==> config.mk <==
export PLATFORM = sky130hd
export DESIGN_NAME = serial_add_ctrl
export DESIGN_NICKNAME = d
export VERILOG_FILES = /design/src/rtl/serial_add_ctrl.sv
export SDC_FILE = /design/constraint.sdc
export NUM_CORES = 1
export LEC_CHECK = 0
export CAP_MARGIN = 20
export CORE_ASPECT_RATIO = 1.5
export CORE_UTILIZATION = 45
export CTS_BUF_LIST = sky130_fd_sc_hd__clkbuf_8
export CTS_CLUSTER_DIAMETER = 200
export DETAILED_ROUTE_END_ITERATION = 10
export HOLD_SLACK_MARGIN = 0.02
export PLACE_DENSITY = 0.73
export RECOVER_POWER = 25
export SETUP_SLACK_MARGIN = 0.3
export SYNTH_ARGS = -nofsm -noshare
export SYNTH_HDL_FRONTEND = slang
export SYNTH_HIERARCHICAL = 1
export SYNTH_SLANG_ARGS = --single-unit
==> constraint.sdc <==
create_clock -name clk -period 2.9 [get_ports clk]
set_clock_uncertainty 0.1 [all_clocks]
set_input_delay 0.87 -clock clk [delete_from_list [all_inputs] [get_ports clk]]
set_output_delay 0.87 -clock clk [all_outputs]
set_load 0.05 [all_outputs]
==> src/rtl/serial_add_ctrl.sv <==
// serial_add_ctrl -- bit-serial adder controller.
//
// Adds A + B + Cin one bit per clock, LSB first, through a single
// full_adder cell. A request on start is accepted in IDLE or DONE; the
// operands are captured at that edge, so the inputs may change freely
// afterwards. The result appears on Sum/Cout at the edge entering DONE
// and holds there until the next completion.
//
// Ports
//   clk    in   system clock, rising edge
//   rst_n  in   asynchronous active-low reset
//   start  in   request; sampled in IDLE and DONE, ignored in ADD
//   A, B   in   WIDTH-bit operands, captured when start is accepted
//   Cin    in   carry-in, captured when start is accepted
//   busy   out  high while bits are being added (state ADD)
//   done   out  one-cycle completion strobe (state DONE)
//   Sum    out  WIDTH-bit result of the last completed addition
//   Cout   out  carry-out of the last completed addition

module full_adder (
    input  logic a,
    input  logic b,
    input  logic ci,
    output logic s,
    output logic co
);
    assign s  = a ^ b ^ ci;
    assign co = (a & b) | (ci & (a ^ b));
endmodule

// state | meaning
// ------+--------------------------------------------------------------
// IDLE  | waiting for start; Sum/Cout hold the last result
// ADD   | one operand bit per edge through the full adder; busy=1
// DONE  | result just loaded, done=1 for one cycle; start is accepted

module serial_add_ctrl #(
    parameter int WIDTH = 8
) (
    input  logic             clk,
    input  logic             rst_n,
    input  logic             start,
    input  logic [WIDTH-1:0] A,
    input  logic [WIDTH-1:0] B,
    input  logic             Cin,
    output logic             busy,
    output logic             done,
    output logic [WIDTH-1:0] Sum,
    output logic             Cout
);
    localparam int            CW   = (WIDTH > 1) ? $clog2(WIDTH) : 1;
    localparam logic [CW-1:0] LAST = CW'(WIDTH - 1);

    typedef enum logic [1:0] {IDLE, ADD, DONE} state_t;

    state_t           state;
    logic [WIDTH-1:0] a_sr;
    logic [WIDTH-1:0] b_sr;
    logic [WIDTH-1:0] psum;
    logic [WIDTH-1:0] psum_next;
    logic [CW-1:0]    cnt;
    logic             carry;
    logic             fa_s;
    logic             fa_co;

    // Operands shift right every ADD cycle, so bit 0 of each shift register
    // always holds original operand bit [cnt].
    full_adder u_fa (
        .a  (a_sr[0]),
        .b  (b_sr[0]),
        .ci (carry),
        .s  (fa_s),
        .co (fa_co)
    );

    // Each new sum bit enters at the MSB. After WIDTH shifts the first bit
    // computed has reached bit 0. Written as shift/or so that WIDTH=1 works.
    always_comb begin
        psum_next = (psum >> 1) | (WIDTH'(fa_s) << (WIDTH - 1));
    end

    always_ff @(posedge clk or negedge rst_n) begin
        if (!rst_n) begin
            state <= IDLE;
            busy  <= 1'b0;
            done  <= 1'b0;
            Sum   <= '0;
            Cout  <= 1'b0;
            cnt   <= '0;
            carry <= 1'b0;
            a_sr  <= '0;
            b_sr  <= '0;
            psum  <= '0;
        end else begin
            case (state)
                IDLE, DONE: begin
                    done <= 1'b0;
                    if (start) begin
                        a_sr  <= A;
                        b_sr  <= B;
                        carry <= Cin;
                        cnt   <= '0;
                        psum  <= '0;
                        busy  <= 1'b1;
                        state <= ADD;
                    end else begin
                        busy  <= 1'b0;
                        state <= IDLE;
                    end
                end
                ADD: begin
                    a_sr  <= a_sr >> 1;
                    b_sr  <= b_sr >> 1;
                    psum  <= psum_next;
                    carry <= fa_co;
                    if (cnt == LAST) begin
                        Sum   <= psum_next;
                        Cout  <= fa_co;
                        cnt   <= '0;
                        busy  <= 1'b0;
                        done  <= 1'b1;
                        state <= DONE;
                    end else begin
                        cnt <= cnt + 1'b1;
                    end
                end
                default: begin
                    busy  <= 1'b0;
                    done  <= 1'b0;
                    state <= IDLE;
                end
            endcase
        end
    end
endmodule

==> results of run 1 <==
worst register-to-register path: stages (launching register included):
cell	delay [ps]
dfrtp_1	390
ha_1	160
ha_1	220
nand3b_1	510
mux2_4	490
cells in the final DEF, fill, tap and decap left out, drive strengths merged, types with 3 or more instances in the layout:
| cell | synthesis | layout |
|---|---|---|
| clkdlybuf4s50 | 0 | 28 |
| dfrtp | 39 | 39 |
| a22o | 5 | 5 |
| clkbuf | 0 | 6 |
| o21ai | 3 | 3 |
| mux2 | 14 | 14 |
| and3b | 3 | 3 |
| mux2i | 47 | 47 |
| buf | 9 | 4 |
| a31o | 4 | 4 |
through the flow:
stage	setup slack, ps	std cells	instance area, um2
floorplan	1225	138	1983
global route	423.7	216	2362
finish	467.3	216	2362
detailed placement	617.6	208	2273
CTS	452.0	216	2362
global placement	662.0	208	2273
registers in the layout, indices dropped and copies added (netlist names):
register,count
Cout,1
Sum,8
a_sr,8
b_sr,8
busy,1
carry,1
cnt,3
done,1
psum,7
state,1
cell type report:
class	instances	area [um2]	share of cell area, %
Sequential cell	39	975.9	41.31
Clock buffer	5	68.82	2.913
Inverter	1	3.754	0.1589
Clock inverter	3	20.02	0.8475
Multi-Input combinational cell	89	908.4	38.45
Tap cell	46	57.56	2.436
Timing Repair Buffer	33	327.8	13.88
worst paths after layout:
kind	endpoint	slack, ps
min in group asynchronous	Sum[0]	610
worst max-delay path	Sum[1]	470
worst min-delay path	busy	400
worst min register to register	busy	400
max in group asynchronous	a_sr[4]	1480
worst max register to register	Cout	920
power groups by stage:
stage | clock [mW] | sequential [mW] | combinational, mW
2_1_floorplan | 0 | 1.17 | 0.680
3_3_place_gp | 0 | 0.957 | 1.13
3_5_place_dp | 0 | 0.982 | 1.17
4_1_cts | 0.376 | 0.970 | 1.17
5_1_grt | 0.398 | 1.00 | 1.25
6_report | 0.364 | 0.966 | 1.15
layer usage:
layer  vias up  wire length [um]  GRT usage [%]
li1        568                 -              -
met1       625              1384          18.17
met2        25              1874          28.57
met3         6               125          4.829
met4         0                53          6.652
met5         -                 0              0
kinds of logic (layout without fill, tap and decap cells):
kind of cell	Yosys count	after routing
multiplexers	61	61
AO/OA/AOI/OAI	14	14
flip-flops	39	39
adder cells (fa/ha/maj)	3	3
buffers and inverters	10	42
AND/OR/NAND/NOR	11	11
==> reports/metrics.csv, run 1 <==
stage,metric,value,unit
status,outcome,"complete, no violations",
timing,rsz0062_at_grt,false,
setup_path,worst-path-buf-inv,1,
logic_synthesis,synth_top_family_by_area,multiplexers,
global_route,grt_pass1_vias,1326,
logic_synthesis,synthSimpleGateAreaFrac,4.227,%
timing,slew-limit-headroom,35.12,%
global_route,grtUsageTotal,16.33,%
setup_path,critical_path_class,register to output pin,
clocking,cts_sinks,39,
logic_synthesis,synth_cell_types,24,
floorplanning,die_width,56.21,um
logic_synthesis,yosys-top-cells-area,"dfrtp_1 (49%), mux2i_1 (24%), mux2_4 (7.6%)",
logic_synthesis,synth.ff_latch_count,39,
job,drv_cap,0,
timing,final_hold_viol_count,0,
power,power.total,2.480,mW
route,drtPass1Iterations,2,
logic_synthesis,ys_seq_area_share,49.21,%
route,totalWireLength,3437,um
clocking,post_cts_buffers,0,
logic_synthesis,netlist_area,1983,um2
floorplanning,rows,29,
place,port_buffers,30,
layout,diodes,0,
setup_path,cpPeakStageDelay,800,ps
timing,setup_viol,0,
timing,fmax,411.1,MHz
clocking,root_buffer,clkbuf_8,
setup_path,cp-startpoint,Sum[1],
min_path,hold_path.startpoint,busy,
setup_path,cp.required,1930,ps
logic_synthesis,syn_area_per_cell,14.37,um2
setup_path,crit_family,buffers and inverters,
global_route,gr-total-overflow,0,
timing,slew_violations,0,
clocking,cts_buffers,5,
setup_path,worst-r2r-cell-count,4,
power,leakagePower,1.128,nW
logic_synthesis,yosys-top-cells-count,"mux2i_1 (47), dfrtp_1 (39), mux2_4 (10)",
min_path,hold_path_class,register to register,
clocking,post_cts_resized,0,
logic_synthesis,synth_fa_ha_area_share,2.271,%
clocking,h-tree-depth,2,
setup_path,crit_fanout,2,
route,antenna_left,0,
logic_synthesis,yosys_warnings,6,
power,combinationalPowerShare,46.4,%
clocking,postCtsHoldBufs,0,
power,clockPowerShare,14.7,%
timing,tightest_slew,973.2,ps
layout,nets,192,
power,p_int,1.525,mW
floorplanning,die_y,83.31,um
setup_path,worstSetupPathDepth,1,
route,drc_errors,0,
power,power.switching,0.9558,mW
global_route,grt_start_max_net_pins,40,
power,vdd_drop_max,0.6725,mV
layout,drive_gt1_share,19.41,%
setup_path,end_kind,output pin,
timing,setup_tns,0,ps
setup_path,rr_startpoint,cnt[0],
global_route,grt_pass1_wl,5989,um
place,hpwl,2367,um
logic_synthesis,synthMuxAreaShare,33.56,%
clocking,clk_pin_slew,80,ps
floorplanning,io_pins,31,
setup_path,cp-start-kind,register,
route,wl_per_cell,15.91,um
floorplanning,start_util,46.71,%
clocking,clkLatencyLatePin,300,ps
logic_synthesis,netlist_instances,138,
logic_synthesis,synth_top_area_share,49.21,%
power,p_per_area,1050,nW/um2
logic_synthesis,async_reset_ff_share,100.0,%
clocking,clock_tree.buffer_depth,2,
route,vias_per_cell,5.667,
global_route,antenna_found_initial,0,
logic_synthesis,synth_nets,161,
timing,fin_crit,2433,ps
logic_synthesis,synth_edf_count,0,
power,swShare,38.53,%
layout,n_fill_cell,361,
layout,area_growth,19.12,%
floorplanning,die-area,4682,um2
logic_synthesis,synth-main-ff-cell,dfrtp_1,
layout,fin_util,55.64,%
power,p_seq_share,39.0,%
setup_path,crit_arrival,1460,ps
setup_path,crit_path_cell_trace,clkdlybuf4s50_1,
logic_synthesis,synth_most_common_cell,mux2i_1,
place,gp_congestion,0.6864,
route,drt_iter0_markers,23,
logic_synthesis,synth_xor_area_share,0,%
logic_synthesis,synth_compound_area_share,5.741,%
min_path,hold_path_depth,1,
timing,post-route-period-util,83.89,%
route,vias,1224,
setup_path,crit_slowest_cell,clkdlybuf4s50_1,
timing,holdWs,398.7,ps
logic_synthesis,synth_area_leader_cell,dfrtp_1,
floorplanning,core_area,4245,um2
clocking,cts_tree,yes,
(Power assumes the default switching activity.)
==> run 2: changes to the inputs <==
--- a/config.mk
+++ b/config.mk
@@ -12,7 +12,7 @@
 export CTS_CLUSTER_DIAMETER = 200
 export DETAILED_ROUTE_END_ITERATION = 10
 export HOLD_SLACK_MARGIN = 0.02
-export PLACE_DENSITY = 0.73
+export PLACE_DENSITY = 0.75
 export RECOVER_POWER = 25
 export SETUP_SLACK_MARGIN = 0.3
 export SYNTH_ARGS = -nofsm -noshare
==> constraint.sdc (replaced) <==
create_clock -name clk -period 2.1 [get_ports clk]
set_clock_uncertainty 0.1 [all_clocks]
set_input_delay 0.63 -clock clk [delete_from_list [all_inputs] [get_ports clk]]
set_output_delay 0.63 -clock clk [all_outputs]
set_load 0.05 [all_outputs]
==> reports/metrics.csv, run 2 (synthesis gave the netlist of run 1 again) <==
stage,metric,value,unit
status,outcome,"complete, no violations",
timing,setup_viol,0,
setup_path,worst-r2r-cell-count,5,
global_route,grt_pass1_vias,1328,
layout,top_regs,"Sum: 8 flops, a_sr: 8 flops, b_sr: 8 flops",
timing,tightest_slew,956.1,ps
setup_path,crit_slowest_cell,dfrtp_2,
power,swShare,37.94,%
route,drtPass1Iterations,4,
floorplanning,rows,29,
timing,rsz0062_at_grt,false,
setup_path,crit_arrival,990,ps
clocking,clk_pin_slew,80,ps
route,drt_iter0_markers,22,
setup_path,crit_path_cell_trace,buf_12,
clocking,root_buffer,clkbuf_8,
global_route,grt_pass1_wl,6306,um
clocking,clkLatencyLatePin,300,ps
setup_path,cp-start-kind,register,
route,antenna_left,0,
min_path,hold_path_depth,1,
power,p_seq_share,37.2,%
layout,drive_gt1_share,28.00,%
setup_path,rr_startpoint,cnt[0],
min_path,hold_path_class,register to register,
min_path,hold_end,busy,
place,gp_congestion,0.6909,
floorplanning,die_width,56.21,um
power,vdd_drop_max,1.100,mV
power,power.switching,1.359,mW
layout,diodes,0,
global_route,gr-total-overflow,0,
layout,final_common_cell,mux2i_1,
floorplanning,io_pins,31,
job,drv_cap,0,
power,p_int,2.223,mW
route,drc_errors,0,
power,clockPowerShare,17.7,%
setup_path,crit_family,flip-flops,
layout,area_growth,21.51,%
floorplanning,core_area,4245,um2
place,port_buffers,30,
layout,mostFrequentLayoutCells,"mux2i_1 (47), dfrtp_1 (38), clkdlybuf4s50_1 (18)",
timing,slew-limit-headroom,36.26,%
floorplanning,die-area,4682,um2
clocking,cts_sinks,39,
timing,holdWs,407.0,ps
power,p_per_area,1486,nW/um2
route,totalWireLength,3605,um
global_route,grt_start_max_net_pins,40,
power,power.total,3.582,mW
place,hpwl,2644,um
timing,slew_violations,0,
timing,fmax,581.1,MHz
setup_path,crit_fanout,12,
route,vias_per_cell,5.647,
power,leakagePower,1.185,nW
power,combinationalPowerShare,45.0,%
clocking,clock_tree.buffer_depth,2,
layout,nets,197,
setup_path,cpPeakStageDelay,510,ps
timing,final_hold_viol_count,0,
clocking,cts_buffers,5,
floorplanning,start_util,46.71,%
clocking,postCtsHoldBufs,0,
floorplanning,die_y,83.31,um
setup_path,cp.required,1370,ps
route,vias,1248,
setup_path,worst-path-buf-inv,1,
timing,setup_tns,0,ps
global_route,antenna_found_initial,0,
clocking,h-tree-depth,2,
setup_path,end_kind,output pin,
setup_path,rrSetupSlack,390,ps
global_route,grtUsageTotal,17.56,%
setup_path,r2r-end,Sum[0],
timing,fin_crit,1721,ps
min_path,hold_path.startpoint,busy,
setup_path,critical_path_class,register to output pin,
route,wl_per_cell,16.31,um
clocking,cts_tree,yes,
timing,post-route-period-util,81.95,%
==> run 2: changes by cell type in the layout (fill, tap and decap cells not counted) <==
cell / delta
clkinvlp_4: -2
buf_4: +13
dfrtp_2: +1
clkdlybuf4s50_1: -10
buf_2: +1
clkinv_4: +1
buf_12: +1
dfrtp_1: -1
bufinv_16: +1
==> run 2: area by class of cell <==
cell class              count  area [um2]
clock inverters             3       43.79
flip-flops and latches     39       977.2
fillers                   351        1836
inverters                   1       3.754
clock buffers               5       68.82
repair buffers             38       350.3
multi-input cells          89       908.4
well taps                  46       57.56
==> run 2: worst register-to-register path, cell delays in order (launching register included) <==
cell and delay (ps):
dfrtp_1 410, ha_1 210, ha_1 240, nand3b_1 100
buf_4 220, mux2_4 320
==> run 2: stage by stage <==
| stage | cell area, um2 | instances | util, % | worst slack [ps] |
|---|---|---|---|---|
| 3_5_place_dp | 2298 | 213 | 54.14 | 86.86 |
| 3_3_place_gp | 2298 | 213 | 54.14 | 149.0 |
| 4_1_cts | 2412 | 221 | 56.82 | 366.5 |
| 5_1_grt | 2410 | 221 | 56.76 | 323.3 |
| 6_report | 2410 | 221 | 56.76 | 379.1 |
| 2_1_floorplan | 1983 | 138 | - | 530.5 |
==> run 2: power by group through the flow <==
stage                     Sequential (mW)  Combinational (mW)  Clock [mW]
after floorplan                      1.62               0.940           0
after global placement               1.33                1.56           0
after detailed placement             1.35                1.63           0
after CTS                            1.34                1.63       0.651
after global routing                 1.38                1.75       0.683
final                                1.33                1.61       0.635
==> run 2: routing by layer <==
layer	share of wire (%)	GRT usage, %	vias to the layer above
met1	35	18.48	636
met5	0	0	-
li1	-	-	582
met4	1.5	5.322	0
met3	3.0	4.673	6
met2	60	33.12	24
==> run 2: worst max-delay path by stage <==
stage / from / end / slack, ps / depth (start not counted)
floorplan: done / cnt[2] / 530 / 3
global placement: start / cnt[1] / 150 / 3
detailed placement: start / a_sr[5] / 90 / 4
CTS: done / done / 370 / 1
global route: cnt[0] / Sum[0] / 320 / 5
finish: done / done / 380 / 1
==> run 2: timing repair <==
| item | in CTS | in global routing |
|---|---|---|
| buffers inserted | 0 | 0 |
| setup endpoints to repair | 1 | 0 |
| hold endpoints to repair | 0 | 0 |
| resized for setup | 1 | 0 |
==> run 3: changes to the inputs <==
--- a/config.mk
+++ b/config.mk
@@ -12,7 +12,7 @@
 export CTS_CLUSTER_DIAMETER = 200
 export DETAILED_ROUTE_END_ITERATION = 10
 export HOLD_SLACK_MARGIN = 0.02
-export PLACE_DENSITY = 0.75
+export PLACE_DENSITY = 0.73
 export RECOVER_POWER = 25
 export SETUP_SLACK_MARGIN = 0.3
 export SYNTH_ARGS = -nofsm -noshare
==> constraint.sdc (replaced) <==
create_clock -name clk -period 1.8 [get_ports clk]
set_clock_uncertainty 0.1 [all_clocks]
set_input_delay 0.54 -clock clk [delete_from_list [all_inputs] [get_ports clk]]
set_output_delay 0.54 -clock clk [all_outputs]
set_load 0.05 [all_outputs]
==> reports/metrics.csv, run 3 (synthesis gave the netlist of run 1 again) <==
stage,metric,value,unit
status,outcome,"complete, no violations",
timing,setup_ws,231.0,ps
clocking,postCtsHoldBufs,0,
global_route,grtUsageTotal,18.90,%
floorplanning,rows,29,
floorplanning,core_area,4245,um2
route,wl_met2,2229,um
layout,n_fill_cell,346,
clocking,clock_tree.buffer_depth,2,
layout,fin_util,63.01,%
job,drv_cap,0,
place,pre_cts_ws,-63.13,ps
floorplanning,start_util,46.71,%
setup_path,crit_path_cell_trace,ha_2 -> ha_4 -> nand3b_1 -> buf_6 -> mux2_4,
setup_path,crit_fanout,7,
timing,final_hold_viol_count,0,
layout,diodes,0,
power,leakagePower,1.310,nW
route,antenna_left,0,
floorplanning,io_pins,31,
clocking,clkLatencyLatePin,290,ps
route,drt_iter0_markers,21,
clocking,cts_buffers,5,
route,top_layer_used,met4,
place,gp_congestion,0.7350,
setup_path,crit_arrival,1650,ps
global_route,grt_pass1_vias,1459,
route,drc_errors,0,
power,power.total,4.650,mW
global_route,gr-total-overflow,0,
setup_path,critical_path_class,register to register,
route,vias_per_cell,5.448,
layout,nets,215,
timing,post-route-period-util,87.17,%
setup_path,r2r-end,Sum[4],
layout,drive_gt1_share,36.27,%
floorplanning,die_width,56.21,um
layout,mostFrequentLayoutCells,"mux2i_1 (47), dfrtp_1 (37), buf_4 (21)",
timing,slew_violations,0,
place,hpwl,2675,um
setup_path,rrSetupSlack,230,ps
route,met3WireLength,131,um
power,vdd_drop_max,1.143,mV
setup_path,crit_slowest_cell,dfrtp_1,
setup_path,end_kind,register,
route,vias,1302,
layout,final_common_cell,mux2i_1,
global_route,grt_start_max_net_pins,40,
clocking,cts_tree,yes,
floorplanning,die-area,4682,um2
min_path,hold_path_class,input pin to asynchronous set/reset pin,
layout,top_regs,"Sum: 8 flops, a_sr: 8 flops, b_sr: 8 flops",
timing,fmax,637.4,MHz
power,p_per_area,1738,nW/um2
timing,tightest_slew,969.7,ps
setup_path,rr_startpoint,cnt[0],
clocking,h-tree-depth,2,
timing,holdWs,374.9,ps
global_route,antenna_found_initial,0,
timing,slew-limit-headroom,35.35,%
layout,area_growth,34.89,%
route,drtPass1Iterations,4,
setup_path,cp-start-kind,register,
setup_path,worst-r2r-cell-count,5,
global_route,grt_pass1_wl,6886,um
clocking,clk_pin_slew,70,ps
place,port_buffers,30,
floorplanning,die_y,83.31,um
timing,fin_crit,1569,ps
clocking,root_buffer,clkbuf_8,
route,m1WireLength,1450,um
setup_path,cpPeakStageDelay,390,ps
setup_path,cp.required,1880,ps
route,wl_per_cell,16.24,um
clocking,cts_sinks,39,
timing,rsz0062_at_grt,true,
timing,setup_viol,0,
route,totalWireLength,3882,um
==> run 3: cell type report <==
cell class                 instances  area [um2]  area share [%]
inverter                           1       3.754          0.1403
multi-input combinational         89       929.6           34.75
clock buffer                       7       96.34           3.601
clock inverter                     1       3.754          0.1403
sequential                        39       978.4           36.58
timing repair buffer              56       605.6           22.64
tap                               46       57.56           2.152
==> run 3: worst max-delay path, delay by kind of cell, from the launching register on <==
kind          cells  cell delay (ps)
simple gates      1              140
flops             1              390
mux               1              300
buf+inv           1              170
fa+ha+maj         2              360
==> run 3: how the worst max path moves through the flow <==
stage | start | end | slack [ps] | cells after the start
after floorplan | cnt[0] | Cout | 300 | 5
after global placement | start | a_sr[4] | -5 | 4
after detailed placement | start | a_sr[2] | -60 | 4
after CTS | cnt[1] | Sum[4] | 210 | 5
after global routing | cnt[0] | Sum[4] | 190 | 5
final | cnt[0] | Sum[4] | 230 | 5
==> run 3: what timing repair did <==
action                     4_1_cts  5_1_grt
setup buffers                   10        3
gates resized for setup          3        3
setup endpoints to repair       32       27
pin swaps                        1        1
gates cloned                     1        0
==> run 3: routing by layer <==
metal	up-vias	global-route usage (%)
met1	647	20.04
met2	29	35.17
met3	7	4.361
li1	619	-
met5	-	0
met4	0	7.317
==> run 3: report_power, final <==
part           total [mW]  internal, mW  switching (mW)
logic                2.36          1.36            1.01
clock network       0.643         0.344           0.300
registers            1.64          1.27           0.377
total                4.65          2.97            1.68
==> run 3: metrics by stage <==
step	cell area, um2	setup TNS [ps]	cells
floorplan	1999	0	138
global placement	2470	-7.007	217
detailed placement	2470	-335.3	217
CTS	2656	0	236
global route	2675	0	239
finish	2675	0	239
